### config.mk
export PLATFORM = sky130hd
export DESIGN_NAME = cpu_block_transfer_controller
export DESIGN_NICKNAME = d
export VERILOG_FILES = /design/src/rtl/cpu_block_transfer_controller.sv
export SDC_FILE = /design/constraint.sdc
export NUM_CORES = 1
export LEC_CHECK = 0
export ABC_CLOCK_PERIOD_IN_PS = 2200
export CORE_ASPECT_RATIO = 0.75
export CORE_UTILIZATION = 31
export CTS_CLUSTER_SIZE = 14
export DETAILED_ROUTE_END_ITERATION = 16
export PLACE_DENSITY = 0.77
export SYNTH_ARGS = -nofsm -noshare
export SYNTH_HDL_FRONTEND = slang
export SYNTH_SLANG_ARGS = --single-unit
### constraint.sdc
create_clock -name clock -period 2.2 [get_ports clock]
set_input_delay 0.44 -clock clock [delete_from_list [all_inputs] [get_ports clock]]
set_output_delay 0.44 -clock clock [all_outputs]
set_load 0.01 [all_outputs]
### src/rtl/cpu_block_transfer_controller.sv
// CPU-side controller for the snoopy invalidate cache: serves hits, runs
// victim writeback + refill on misses, and issues upgrade invalidates.
//   state     | meaning
//   IDLE      | waiting for a CPU request; evaluates hit/miss
//   SERVE     | one-cycle hit access (read or write)
//   DONE      | holds completion until the CPU strobes drop
//   WB_GRANT  | requesting the bus for a victim writeback word
//   WB_XFER   | writeback word on the bus
//   RD_GRANT  | requesting the bus for a refill word
//   RD_XFER   | refill word on the bus
//   RD_COMMIT | write tag/state once the block is in (and invalidated if exclusive)
//   INV_WAIT  | upgrade: waiting for all snoopers to invalidate
module cpu_block_transfer_controller #(
  parameter int OFFSET_WIDTH = 2,
  parameter int INDEX_WIDTH = 4,
  parameter int TAG_WIDTH = 8,
  parameter int DATA_WIDTH = 16,
  parameter int STATE_WIDTH = 2,
  parameter logic [STATE_WIDTH-1:0] INVALID_STATE = '0,
  parameter bit BURST_MODE = 1'b0,
  localparam int ADDRESS_WIDTH = TAG_WIDTH + INDEX_WIDTH + OFFSET_WIDTH
) (
  input  logic                     clock,
  input  logic                     reset,
  input  logic [ADDRESS_WIDTH-1:0] cpu_address,
  input  logic                     cpu_read_enabled,
  input  logic                     cpu_write_enabled,
  input  logic [DATA_WIDTH-1:0]    cpu_data_out,
  output logic [DATA_WIDTH-1:0]    cpu_data_in,
  output logic                     cpu_function_complete,
  input  logic                     cache_hit,
  input  logic [TAG_WIDTH-1:0]     cache_tag_out,
  input  logic [DATA_WIDTH-1:0]    cache_data_out,
  output logic [OFFSET_WIDTH-1:0]  cache_offset,
  output logic [DATA_WIDTH-1:0]    cache_data_in,
  output logic [STATE_WIDTH-1:0]   cache_state_in,
  output logic                     cache_write_data,
  output logic                     cache_write_tag,
  output logic                     cache_write_state,
  input  logic                     write_back_required,
  input  logic                     read_exclusive_required,
  input  logic                     invalidate_required,
  input  logic [STATE_WIDTH-1:0]   protocol_state_in,
  output logic                     bus_request,
  input  logic                     bus_grant,
  output logic [2:0]               bus_command,
  output logic [ADDRESS_WIDTH-1:0] bus_address,
  output logic [DATA_WIDTH-1:0]    bus_data_out,
  input  logic [DATA_WIDTH-1:0]    bus_data_in,
  output logic                     bus_read_enabled,
  output logic                     bus_write_enabled,
  input  logic                     bus_function_complete,
  input  logic                     bus_invalidated,
  output logic                     access_enable
);

  typedef enum logic [3:0] {
    IDLE, SERVE, DONE, WB_GRANT, WB_XFER, RD_GRANT, RD_XFER, RD_COMMIT, INV_WAIT
  } state_t;

  localparam logic [2:0] CMD_NONE = 3'd0;
  localparam logic [2:0] CMD_READ = 3'd1;
  localparam logic [2:0] CMD_READ_EXCLUSIVE = 3'd2;
  localparam logic [2:0] CMD_INVALIDATE = 3'd3;
  localparam logic [2:0] CMD_WRITEBACK = 3'd4;
  localparam logic [OFFSET_WIDTH-1:0] LAST_WORD = '1;

  state_t state, state_next;
  logic [OFFSET_WIDTH-1:0] word_counter, word_counter_next;
  logic [TAG_WIDTH-1:0] victim_tag, victim_tag_next;
  logic exclusive_flag, exclusive_flag_next;
  // one idle cycle in a grant state forces the arbiter to see request drop
  logic rearb_gap, rearb_gap_next;
  logic owned, owned_next;
  logic inv_seen, inv_seen_next;

  logic cpu_request;
  logic last_word;
  logic in_wb;
  logic [TAG_WIDTH-1:0] cpu_tag;
  logic [INDEX_WIDTH-1:0] cpu_index;
  logic [OFFSET_WIDTH-1:0] cpu_offset;
  logic [2:0] read_command;

  assign cpu_request = cpu_read_enabled | cpu_write_enabled;
  assign last_word = (word_counter == LAST_WORD);
  assign in_wb = (state == WB_GRANT) || (state == WB_XFER);
  assign cpu_tag = cpu_address[ADDRESS_WIDTH-1 -: TAG_WIDTH];
  assign cpu_index = cpu_address[OFFSET_WIDTH +: INDEX_WIDTH];
  assign cpu_offset = cpu_address[OFFSET_WIDTH-1:0];
  assign read_command = exclusive_flag ? CMD_READ_EXCLUSIVE : CMD_READ;

  assign cpu_data_in = cache_data_out;
  assign bus_request = (bus_command != CMD_NONE) || (BURST_MODE && owned);
  assign bus_address = (bus_command != CMD_NONE)
                     ? {(in_wb ? victim_tag : cpu_tag), cpu_index, word_counter}
                     : '0;

  always_ff @(posedge clock or posedge reset) begin
    if (reset) begin
      state <= IDLE;
      word_counter <= '0;
      victim_tag <= '0;
      exclusive_flag <= 1'b0;
      rearb_gap <= 1'b0;
      owned <= 1'b0;
      inv_seen <= 1'b0;
    end else begin
      state <= state_next;
      word_counter <= word_counter_next;
      victim_tag <= victim_tag_next;
      exclusive_flag <= exclusive_flag_next;
      rearb_gap <= rearb_gap_next;
      owned <= owned_next;
      inv_seen <= inv_seen_next;
    end
  end

  always_comb begin
    state_next = state;
    word_counter_next = word_counter;
    victim_tag_next = victim_tag;
    exclusive_flag_next = exclusive_flag;
    rearb_gap_next = 1'b0;
    owned_next = owned;
    inv_seen_next = inv_seen;
    cpu_function_complete = 1'b0;
    access_enable = 1'b0;
    cache_offset = word_counter;
    cache_data_in = '0;
    cache_state_in = '0;
    cache_write_data = 1'b0;
    cache_write_tag = 1'b0;
    cache_write_state = 1'b0;
    bus_command = CMD_NONE;
    bus_data_out = '0;
    bus_read_enabled = 1'b0;
    bus_write_enabled = 1'b0;

    case (state)
      IDLE: begin
        cache_offset = cpu_offset;
        owned_next = 1'b0;
        inv_seen_next = 1'b0;
        if (cpu_request) begin
          if (cache_hit) begin
            state_next = invalidate_required ? INV_WAIT : SERVE;
          end else begin
            exclusive_flag_next = read_exclusive_required;
            if (write_back_required) begin
              victim_tag_next = cache_tag_out;
              state_next = WB_GRANT;
            end else begin
              state_next = RD_GRANT;
            end
          end
        end
      end
      SERVE: begin
        cache_offset = cpu_offset;
        cpu_function_complete = 1'b1;
        access_enable = 1'b1;
        cache_write_data = cpu_write_enabled;
        cache_write_state = cpu_write_enabled;
        cache_data_in = cpu_data_out;
        cache_state_in = protocol_state_in;
        state_next = DONE;
      end
      DONE: begin
        cpu_function_complete = 1'b1;
        if (!cpu_request) state_next = IDLE;
      end
      WB_GRANT: begin
        bus_data_out = cache_data_out;
        if (!rearb_gap) begin
          bus_command = CMD_WRITEBACK;
          if (bus_grant || (BURST_MODE && owned)) begin
            owned_next = BURST_MODE;
            state_next = WB_XFER;
          end
        end
      end
      WB_XFER: begin
        bus_command = CMD_WRITEBACK;
        bus_write_enabled = 1'b1;
        bus_data_out = cache_data_out;
        if (bus_function_complete) begin
          word_counter_next = word_counter + 1'b1;
          rearb_gap_next = !BURST_MODE;
          if (last_word) begin
            cache_write_state = 1'b1;
            cache_state_in = INVALID_STATE;
            state_next = RD_GRANT;
          end else begin
            state_next = WB_GRANT;
          end
        end
      end
      RD_GRANT: begin
        if (bus_invalidated) inv_seen_next = 1'b1;
        if (!rearb_gap) begin
          bus_command = read_command;
          if (bus_grant || (BURST_MODE && owned)) begin
            owned_next = BURST_MODE;
            state_next = RD_XFER;
          end
        end
      end
      RD_XFER: begin
        bus_command = read_command;
        bus_read_enabled = 1'b1;
        if (bus_invalidated) inv_seen_next = 1'b1;
        if (bus_function_complete) begin
          cache_write_data = 1'b1;
          cache_data_in = bus_data_in;
          if (last_word) begin
            state_next = RD_COMMIT;
          end else begin
            word_counter_next = word_counter + 1'b1;
            rearb_gap_next = !BURST_MODE;
            state_next = RD_GRANT;
          end
        end
      end
      RD_COMMIT: begin
        if (!exclusive_flag || inv_seen || bus_invalidated) begin
          cache_write_tag = 1'b1;
          cache_write_state = 1'b1;
          cache_state_in = protocol_state_in;
          word_counter_next = '0;
          owned_next = 1'b0;
          inv_seen_next = 1'b0;
          state_next = IDLE;
        end
      end
      INV_WAIT: begin
        bus_command = CMD_INVALIDATE;
        if (bus_grant && bus_invalidated) begin
          cache_write_state = 1'b1;
          cache_state_in = protocol_state_in;
          state_next = IDLE;
        end
      end
      default: state_next = IDLE;
    endcase
  end

endmodule

* Yosys cells after proc, flatten, opt, wreduce, memory -nomap -nowiden
Cells that the tools add are included.
** Storage, ports and cells
- Register bits :: 17
- Input bits :: 83
- Output and inout port bits :: 77
- Word-level logic and storage cells :: 100
** Operators by class
- $add $sub $neg :: 1
- Equal/unequal tests :: 21
- Muxes and demuxes :: 52
- Bitwise gates (word level) :: 2
- Reduce and logical (&&, ||, !) cells :: 18
** Operators with widths (number)
- 4-bit 2-to-1 mux :: 12
- 4-bit case mux with 9 select lines :: 1
- 16-bit 2-to-1 mux :: 2
- 16-bit case mux with 2 select lines :: 1
- 2-bit != test (second input constant) :: 11
- 2-bit 2-to-1 mux :: 10
- 4-bit by 3-bit == test with 1-bit output (second input constant) :: 4
- 3-bit case mux with 5 select lines :: 1
- 1-bit 2-to-1 mux :: 14
- 14-bit 2-to-1 mux :: 1
- 2-bit case mux with 3 select lines :: 2
- 10-bit AND reduction :: 1
- 3-bit 2-to-1 mux :: 3
- 3-bit nonzero test :: 3
- 4-bit by 2-bit == test with 1-bit output (second input constant) :: 2
- 8-bit 2-to-1 mux :: 1
- 2-bit OR reduction :: 4
- 3-bit AND reduction :: 2
- 5-bit AND reduction :: 1
- 4-bit by 1-bit == test with 1-bit output (second input constant) :: 1
- 4-bit == test (second input constant) :: 1
- 4-bit logical NOT :: 1
- 1-bit case mux with 2 select lines :: 2
- 1-bit case mux with 4 select lines :: 1
- 10 further kinds :: 12

* Logic depth before layout (Yosys ltp)
Gate-level depths: netlist of the first run.
- Depth after elaboration :: 5
- Mapped depth :: 7
- Gate-level depth less buffers :: 5

* Least setup slack after synthesis of the first run
No wires, ideal clock.
- Path type :: register -> output
- From :: register state[0]
- To :: output bus_address[10]
- Arrival time :: 1.691 ns
- Data required time :: 1.760 ns
- Slack :: 0.069 ns
- Cell stages (with the launch flop) :: 7
- Buffers on the path :: 2
- Cells stage by stage :: dfrtp_1 -> buf_2 -> or3b_2 -> a21oi_4 -> buf_4 -> mux2i_1 -> nor2_1
** Between the ends
- Word-level cells in the longest chain between the ends :: 4
- Elaborated cells between the ends (all ways) :: 10
- Classes of those cells :: eq/ne (5); mux (3); reduce/logical (2)
** Ends and longest elaborated chain
- from (decl) :: line 68 : state_t state, state_next;
- from (signal assigned) :: line 109 : state <= state_next;
- 4-bit == test (tied with other cells) :: line 140 : case (state)
- 3-bit case mux with 5 select lines / 1-bit logical OR (equally long branches) :: line 140, 87
- 3-bit nonzero test / 8-bit 2-to-1 mux (equally long branches) :: line 95, 96
- 14-bit 2-to-1 mux * :: line 96 : ? {(in_wb ? victim_tag : cpu_tag), cpu_index, word_counter}
- to (decl) :: line 47 : output logic [ADDRESS_WIDTH-1:0] bus_address,
Mark *: on every way between the ends. The rest lies on a longest branch, timed or not.

* Worst setup path after layout of the first run
- From :: register state[0]
- To :: output bus_address[12]
Same word-level chain as after synthesis.

==> reports/results.ini, run 1 <==
[job]
drv_cap = 0

[power]
total_leakage_power_nw = 1.682
clockPowerShare_pct = 5.8
p_int_mw = 2.466
powerDensity_nw_per_um2 = 1138
p_switching_mw = 1.690
comb_power_share_pct = 80.5
ir_drop_v = 0.0005943
p_seq_share_pct = 13.7
swShare_pct = 40.66

[layout]
syn_to_final_growth_pct = 108.6
num-fill-cells = 452
final_nets = 470
drive_gt1_share_pct = 38.70
final_common_cell = clkdlybuf4s50_1
final_cell_mix = clkdlybuf4s50_1 (97), buf_2 (36), buf_4 (33), buf_6 (22), dfrtp_1 (17)
diodes = 0

[hold_path]
hold_path_class = input port to async pin

[timing]
rsz0062_at_grt = yes
min_period_ns = 2.365
fin_ws_ns = -0.1651
setup_viol = 28
final.setup_skew_ns = 0.002862
slew_viol_final = 0
tightestPinTransition_ns = 0.2405
finalHoldViolCount = 0
post-route-period-util_pct = 107.5
max_freq_mhz = 422.8
slew_headroom_pct = 83.97
hold_ws_ns = 0.4949

[yosys]
syn_area_sq_um = 1750
synthCells = 204
seq_area_frac_synth_pct = 24.30
synth_cell_type_count = 44
synth_flop_cell = dfrtp_1
yosys_register_bits = 17
syn_area_per_cell_sq_um = 8.581
synth_edf_count = 0
syn-num-nets = 288
synthArstFlopShare_pct = 100.0
ys_warn_count = 0

[detailed_routing]
initialDrtViolationCount = 81
ant_nets = 0
drc_errors = 0
first_pass_iters = 4
routed_wl_um = 6814
avgRoutedWirePerCell_um = 14.81
viasPerCell = 4.704
num_vias = 2164

[global_routing]
antenna_found_initial = 0
overflow = 0
first_global_vias = 2008
grt_pass1_wl_um = 10120
grt_max_degree = 21
grt_util_all_layers_pct = 22.28

[worst_setup_path]
crit_type = register to output pin
cp_max_fo = 4
cp-startpoint = state[0]
crit_end = bus_address[12]
cp-end-kind = output pin
critPathLaunchType = register
crit_arrival_ns = 1.93
rr_endpoint = victim_tag[6]
rrSetupSlack_ns = 0.12
required_ns = 1.76
reg2reg_from = state[2]
reg2regPathDepth = 6

[floorplan]
dieArea_sq_um = 5954
initial_core_util_pct = 32.53
io_pins = 160
die_h_um = 67.08
dieWidth_um = 88.77
num_rows = 23
core_area_sq_um = 5381

[placed_design]
gp_congestion = 0.7983
portBuffers = 159
place_ws_ns = -0.5548
hpwl_um = 5099

[cts]
clockBufferDepth = 2
cts.sinks = 17
cts_tree = done
cts_buffers = 3
clock_latency_ns = 0.26
hold_buffers = 0
root_buffer = clkbuf_8
clk_pin_slew_ns = 0.07
htree_levels = 1

[outcome]
violations = setup timing
outcome = finished, violations left

==> state kept, by name, summed over array words and instances, names as in the netlist <==
signal,flops
word_counter,2
victim_tag,8
rearb_gap,1
exclusive_flag,1
state,4
inv_seen,1
==> through the flow <==
step	utilization, %	TNS (ns)	instance area (sq um)	power, mW	cells
2_1_floorplan	-	0	1750	2.134	204
3_3_place_gp	65.47	-10.53	3523	3.676	443
3_5_place_dp	65.47	-11.67	3523	3.721	443
4_1_cts	67.68	-2.694	3642	4.056	459
5_1_grt	67.87	-5.227	3652	4.461	460
6_report	67.87	-2.098	3652	4.156	460
==> how the worst min path moves through the flow <==
| stage | to | slack (ns) |
|---|---|---|
| after floorplan | exclusive_flag | 0.37 |
| after global placement | victim_tag[2] | 0.50 |
| after detailed placement | victim_tag[6] | 0.50 |
| after CTS | victim_tag[4] | 0.50 |
| after global routing | victim_tag[6] | 0.53 |
| final | state[2] | 0.49 |
==> power groups by stage <==
stage               Clock, mW  Sequential [mW]  Combinational [mW]
detailed placement          0            0.561                3.16
floorplan                   0            0.528                1.61
finish                  0.242            0.568                3.35
global route            0.266            0.587                3.61
global placement            0            0.555                3.12
CTS                     0.245            0.559                3.25
==> critical path, stage by stage, from the launching register on <==
cell and delay (ns):
dfrtp_1 0.39, or3b_4 0.43, a21oi_4 0.21, buf_12 0.14, buf_4 0.12, mux2i_1 0.19
nor2_1 0.06, buf_2 0.14
==> cells by family (layout without fill, tap and decap cells) <==
family	Yosys count	count (layout)	synth area share [%]
simple gates	84	84	27.02
compound gates	45	45	19.73
buf+inv	34	215	12.51
mux	22	22	15.23
flops	17	17	24.30
fa+ha+maj	1	1	0.7147
xor+xnor	1	1	0.5004
==> routing by layer <==
layer / routed length [um] / global-route usage (%) / share of wire (%) / vias up
met5: 0 / 0 / 0 / -
met4: 44 / 3.629 / 0.65 / 0
met3: 525 / 4.337 / 7.7 / 9
met2: 3335 / 36.25 / 49 / 79
met1: 2908 / 30.82 / 43 / 1001
li1: - / - / - / 1075
==> synth_stat cells, drive strengths merged (5+ instances only) <==
cell / number / share of area [%]
a22o: 16 / 8.0
buf: 23 / 10
and2: 17 / 6.2
a21oi: 7 / 2.6
o21a: 5 / 2.1
dfrtp: 17 / 24
nor2b: 8 / 2.9
nand2: 10 / 2.1
mux2: 13 / 10
mux2i: 9 / 5.1
nor3: 6 / 2.0
o21ai: 6 / 1.7
nand2b: 6 / 2.1
nor2: 19 / 4.1
clkbuf: 8 / 1.7
==> final cells by class <==
class / instances / area, sq um / area share (%)
Clock buffer: 4 / 45.04 / 1.233
Timing Repair Buffer: 208 / 1871 / 51.22
Tap cell: 75 / 93.84 / 2.569
Multi-Input combinational cell: 153 / 1206 / 33.03
Inverter: 3 / 11.26 / 0.3083
Sequential cell: 17 / 425.4 / 11.65
==> timing repair <==
action | in CTS | in global routing
cloned | 3 | 0
endpoints found under the setup margin | 61 | 55
setup buffers | 9 | 2
pin swaps | 10 | 7
endpoints found under the hold margin | 0 | 0
resized for setup | 242 | 33
Note: power is estimated with default switching activity, not from simulation.
==> inputs of run 2 (changes only) <==
--- a/config.mk
+++ b/config.mk
@@ -10,7 +10,7 @@
 export CORE_UTILIZATION = 31
 export CTS_CLUSTER_SIZE = 14
 export DETAILED_ROUTE_END_ITERATION = 16
-export PLACE_DENSITY = 0.77
+export PLACE_DENSITY = 0.81
 export SYNTH_ARGS = -nofsm -noshare
 export SYNTH_HDL_FRONTEND = slang
 export SYNTH_SLANG_ARGS = --single-unit
==> run 2 against run 1 <==
Against the previous run: the run still ends with setup timing left; register-to-register slack barely moved; global-route usage rose by 3.5 points; first-iteration DRC count rose by 140%; worst hold slack improved by 0.030 ns; highest routed layer unchanged; clock skew barely moved; combinational power rose by 14%.
==> reports/results.ini, run 2 (synthesis results as in run 1) <==
[power]
total_leakage_power_nw = 1.779  ; +5.8%
total_power_mw = 4.651  ; +12%
powerDensity_nw_per_um2 = 1218  ; +7.0%
ir_drop_v = 0.0005365  ; -9.7%

[detailed_routing]
initialDrtViolationCount = 198  ; +140%
routed_wl_um = 7988  ; +17%
ant_nets = 0  ; unchanged
avgRoutedWirePerCell_um = 16.96  ; +14%
num_vias = 2322  ; +7.3%
viasPerCell = 4.930  ; +4.8%
drc_errors = 0  ; unchanged
first_pass_iters = 4  ; unchanged

[cts]
clock_latency_ns = 0.26  ; about the same
clockBufferDepth = 2  ; unchanged
cts_tree = done
hold_buffers = 0  ; unchanged
clk_pin_slew_ns = 0.07  ; about the same
root_buffer = clkbuf_8
cts_buffers = 3  ; unchanged
htree_levels = 1  ; unchanged
cts.sinks = 17  ; unchanged

[global_routing]
overflow = 0  ; unchanged
antenna_found_initial = 0  ; unchanged
grt_util_all_layers_pct = 25.75  ; +3.5 points
grt_max_degree = 20  ; -4.8%
grt_pass1_wl_um = 11590  ; +15%
first_global_vias = 2258  ; +12%

[layout]
fin_area_sq_um = 3819  ; +4.6%
drive_gt1_share_pct = 44.44  ; +5.7 points
final_common_cell = clkdlybuf4s50_1
largest_reg_flops = 8  ; unchanged
multi_input_area_sq_um = 1284  ; +6.4%
final_cell_mix = clkdlybuf4s50_1 (97), buf_2 (45), buf_4 (42), buf_6 (19), dfrtp_1 (17)
num-fill-cells = 422  ; -6.6%
syn_to_final_growth_pct = 118.2
final_core_util_pct = 70.96  ; +3.1 points
regArea_sq_um = 425.4  ; unchanged
top_register = victim_tag
largestRegisters = victim_tag x8, state x4, word_counter x2
final_nets = 481  ; +2.3%
diodes = 0  ; unchanged

[floorplan]
dieWidth_um = 88.77  ; unchanged
num_rows = 23  ; unchanged
die_h_um = 67.08  ; unchanged
io_pins = 160  ; unchanged
dieArea_sq_um = 5954  ; unchanged
initial_core_util_pct = 32.53  ; unchanged
core_area_sq_um = 5381  ; unchanged

[worst_setup_path]
cp_max_fo = 5  ; +1
reg2regPathDepth = 6  ; unchanged
crit_arrival_ns = 1.97  ; +0.04 ns
crit_type = register to output pin
required_ns = 1.76  ; about the same
critPathLaunchType = register
rr_endpoint = victim_tag[2]
rrSetupSlack_ns = 0.12  ; about the same
cp-end-kind = output pin
reg2reg_from = state[2]

[timing]
max_freq_mhz = 414.3  ; -2.0%
rsz0062_at_grt = yes
post-route-period-util_pct = 109.7  ; +2.2 points
tns_ns = -5.817  ; -3.719 ns
finalHoldViolCount = 0  ; unchanged
final.setup_skew_ns = 0.002788  ; -0.00007405 ns
slew_viol_final = 0  ; unchanged
slew_headroom_pct = 53.12  ; -31 points
setup_viol = 48  ; +71%
fin_ws_ns = -0.2138  ; -0.04872 ns
tightestPinTransition_ns = 0.7024  ; +0.4620 ns
min_period_ns = 2.414  ; +0.04872 ns

[placed_design]
post_dp_cell_area_sq_um = 3531  ; +0.21%
gp_congestion = 0.8240  ; +3.2%
portBuffers = 159  ; unchanged
hpwl_um = 5405  ; +6.0%

[hold_path]
holdCritStartpoint = victim_tag[7]
hold_end = victim_tag[7]
hold_depth = 1
hold_path_class = register to register

[job]
drv_cap = 0  ; unchanged

[outcome]
outcome = finished, violations left
violations = setup timing

## run 2: worst max-delay path, stage by stage, from the launching register on
cell,delay [ns]
dfrtp_1,0.41
or3b_4,0.44
a21oi_4,0.25
clkbuf_16,0.20
mux2i_1,0.22
nor2_2,0.05
buf_2,0.14
## run 2: cell type report
cell class | count | area share, %
clock buffer | 4 | 1.180
inverter | 3 | 0.2949
multi-input combinational | 153 | 33.62
sequential | 17 | 11.14
tap | 75 | 2.457
timing repair buffer | 219 | 51.31
## run 2: worst max-delay path by stage
stage	startpoint	endpoint	slack, ns
after floorplan	state[0]	bus_address[10]	0.07
after global placement	bus_invalidated	cache_state_in[0]	-0.56
after detailed placement	bus_invalidated	cache_write_state	-0.58
after CTS	state[2]	cache_data_in[5]	-0.20
after global routing	state[2]	bus_address[6]	-0.29
final	state[1]	bus_address[7]	-0.21
## run 2: timing repair
action | 4_1_cts | 5_1_grt
cloned | 5 | 1
gates resized for setup | 268 | 46
endpoints found under the setup margin | 61 | 64
setup buffers | 16 | 4
pin swaps | 8 | 11
## run 2: where the power goes
group	switching, mW	internal [mW]
sequential	0.141	0.458
combinational	1.66	2.15
clock	0.118	0.129
## run 2: routing by layer
layer	track usage (%)	vias up	part of all wire [%]
met5	0	-	0
met4	7.056	0	1.8
met3	4.585	17	6.1
met2	40.67	107	48
met1	35.75	1106	44
li1	-	1092	-
## run 2: stage by stage
step,hold WS (ns),worst slack (ns),std cells
2_1_floorplan,0.3661,0.06898,204
5_1_grt,0.5365,-0.2870,471
4_1_cts,0.5178,-0.1977,468
3_5_place_dp,0.5022,-0.5758,444
6_report,0.5251,-0.2138,471
3_3_place_gp,0.4985,-0.5603,444
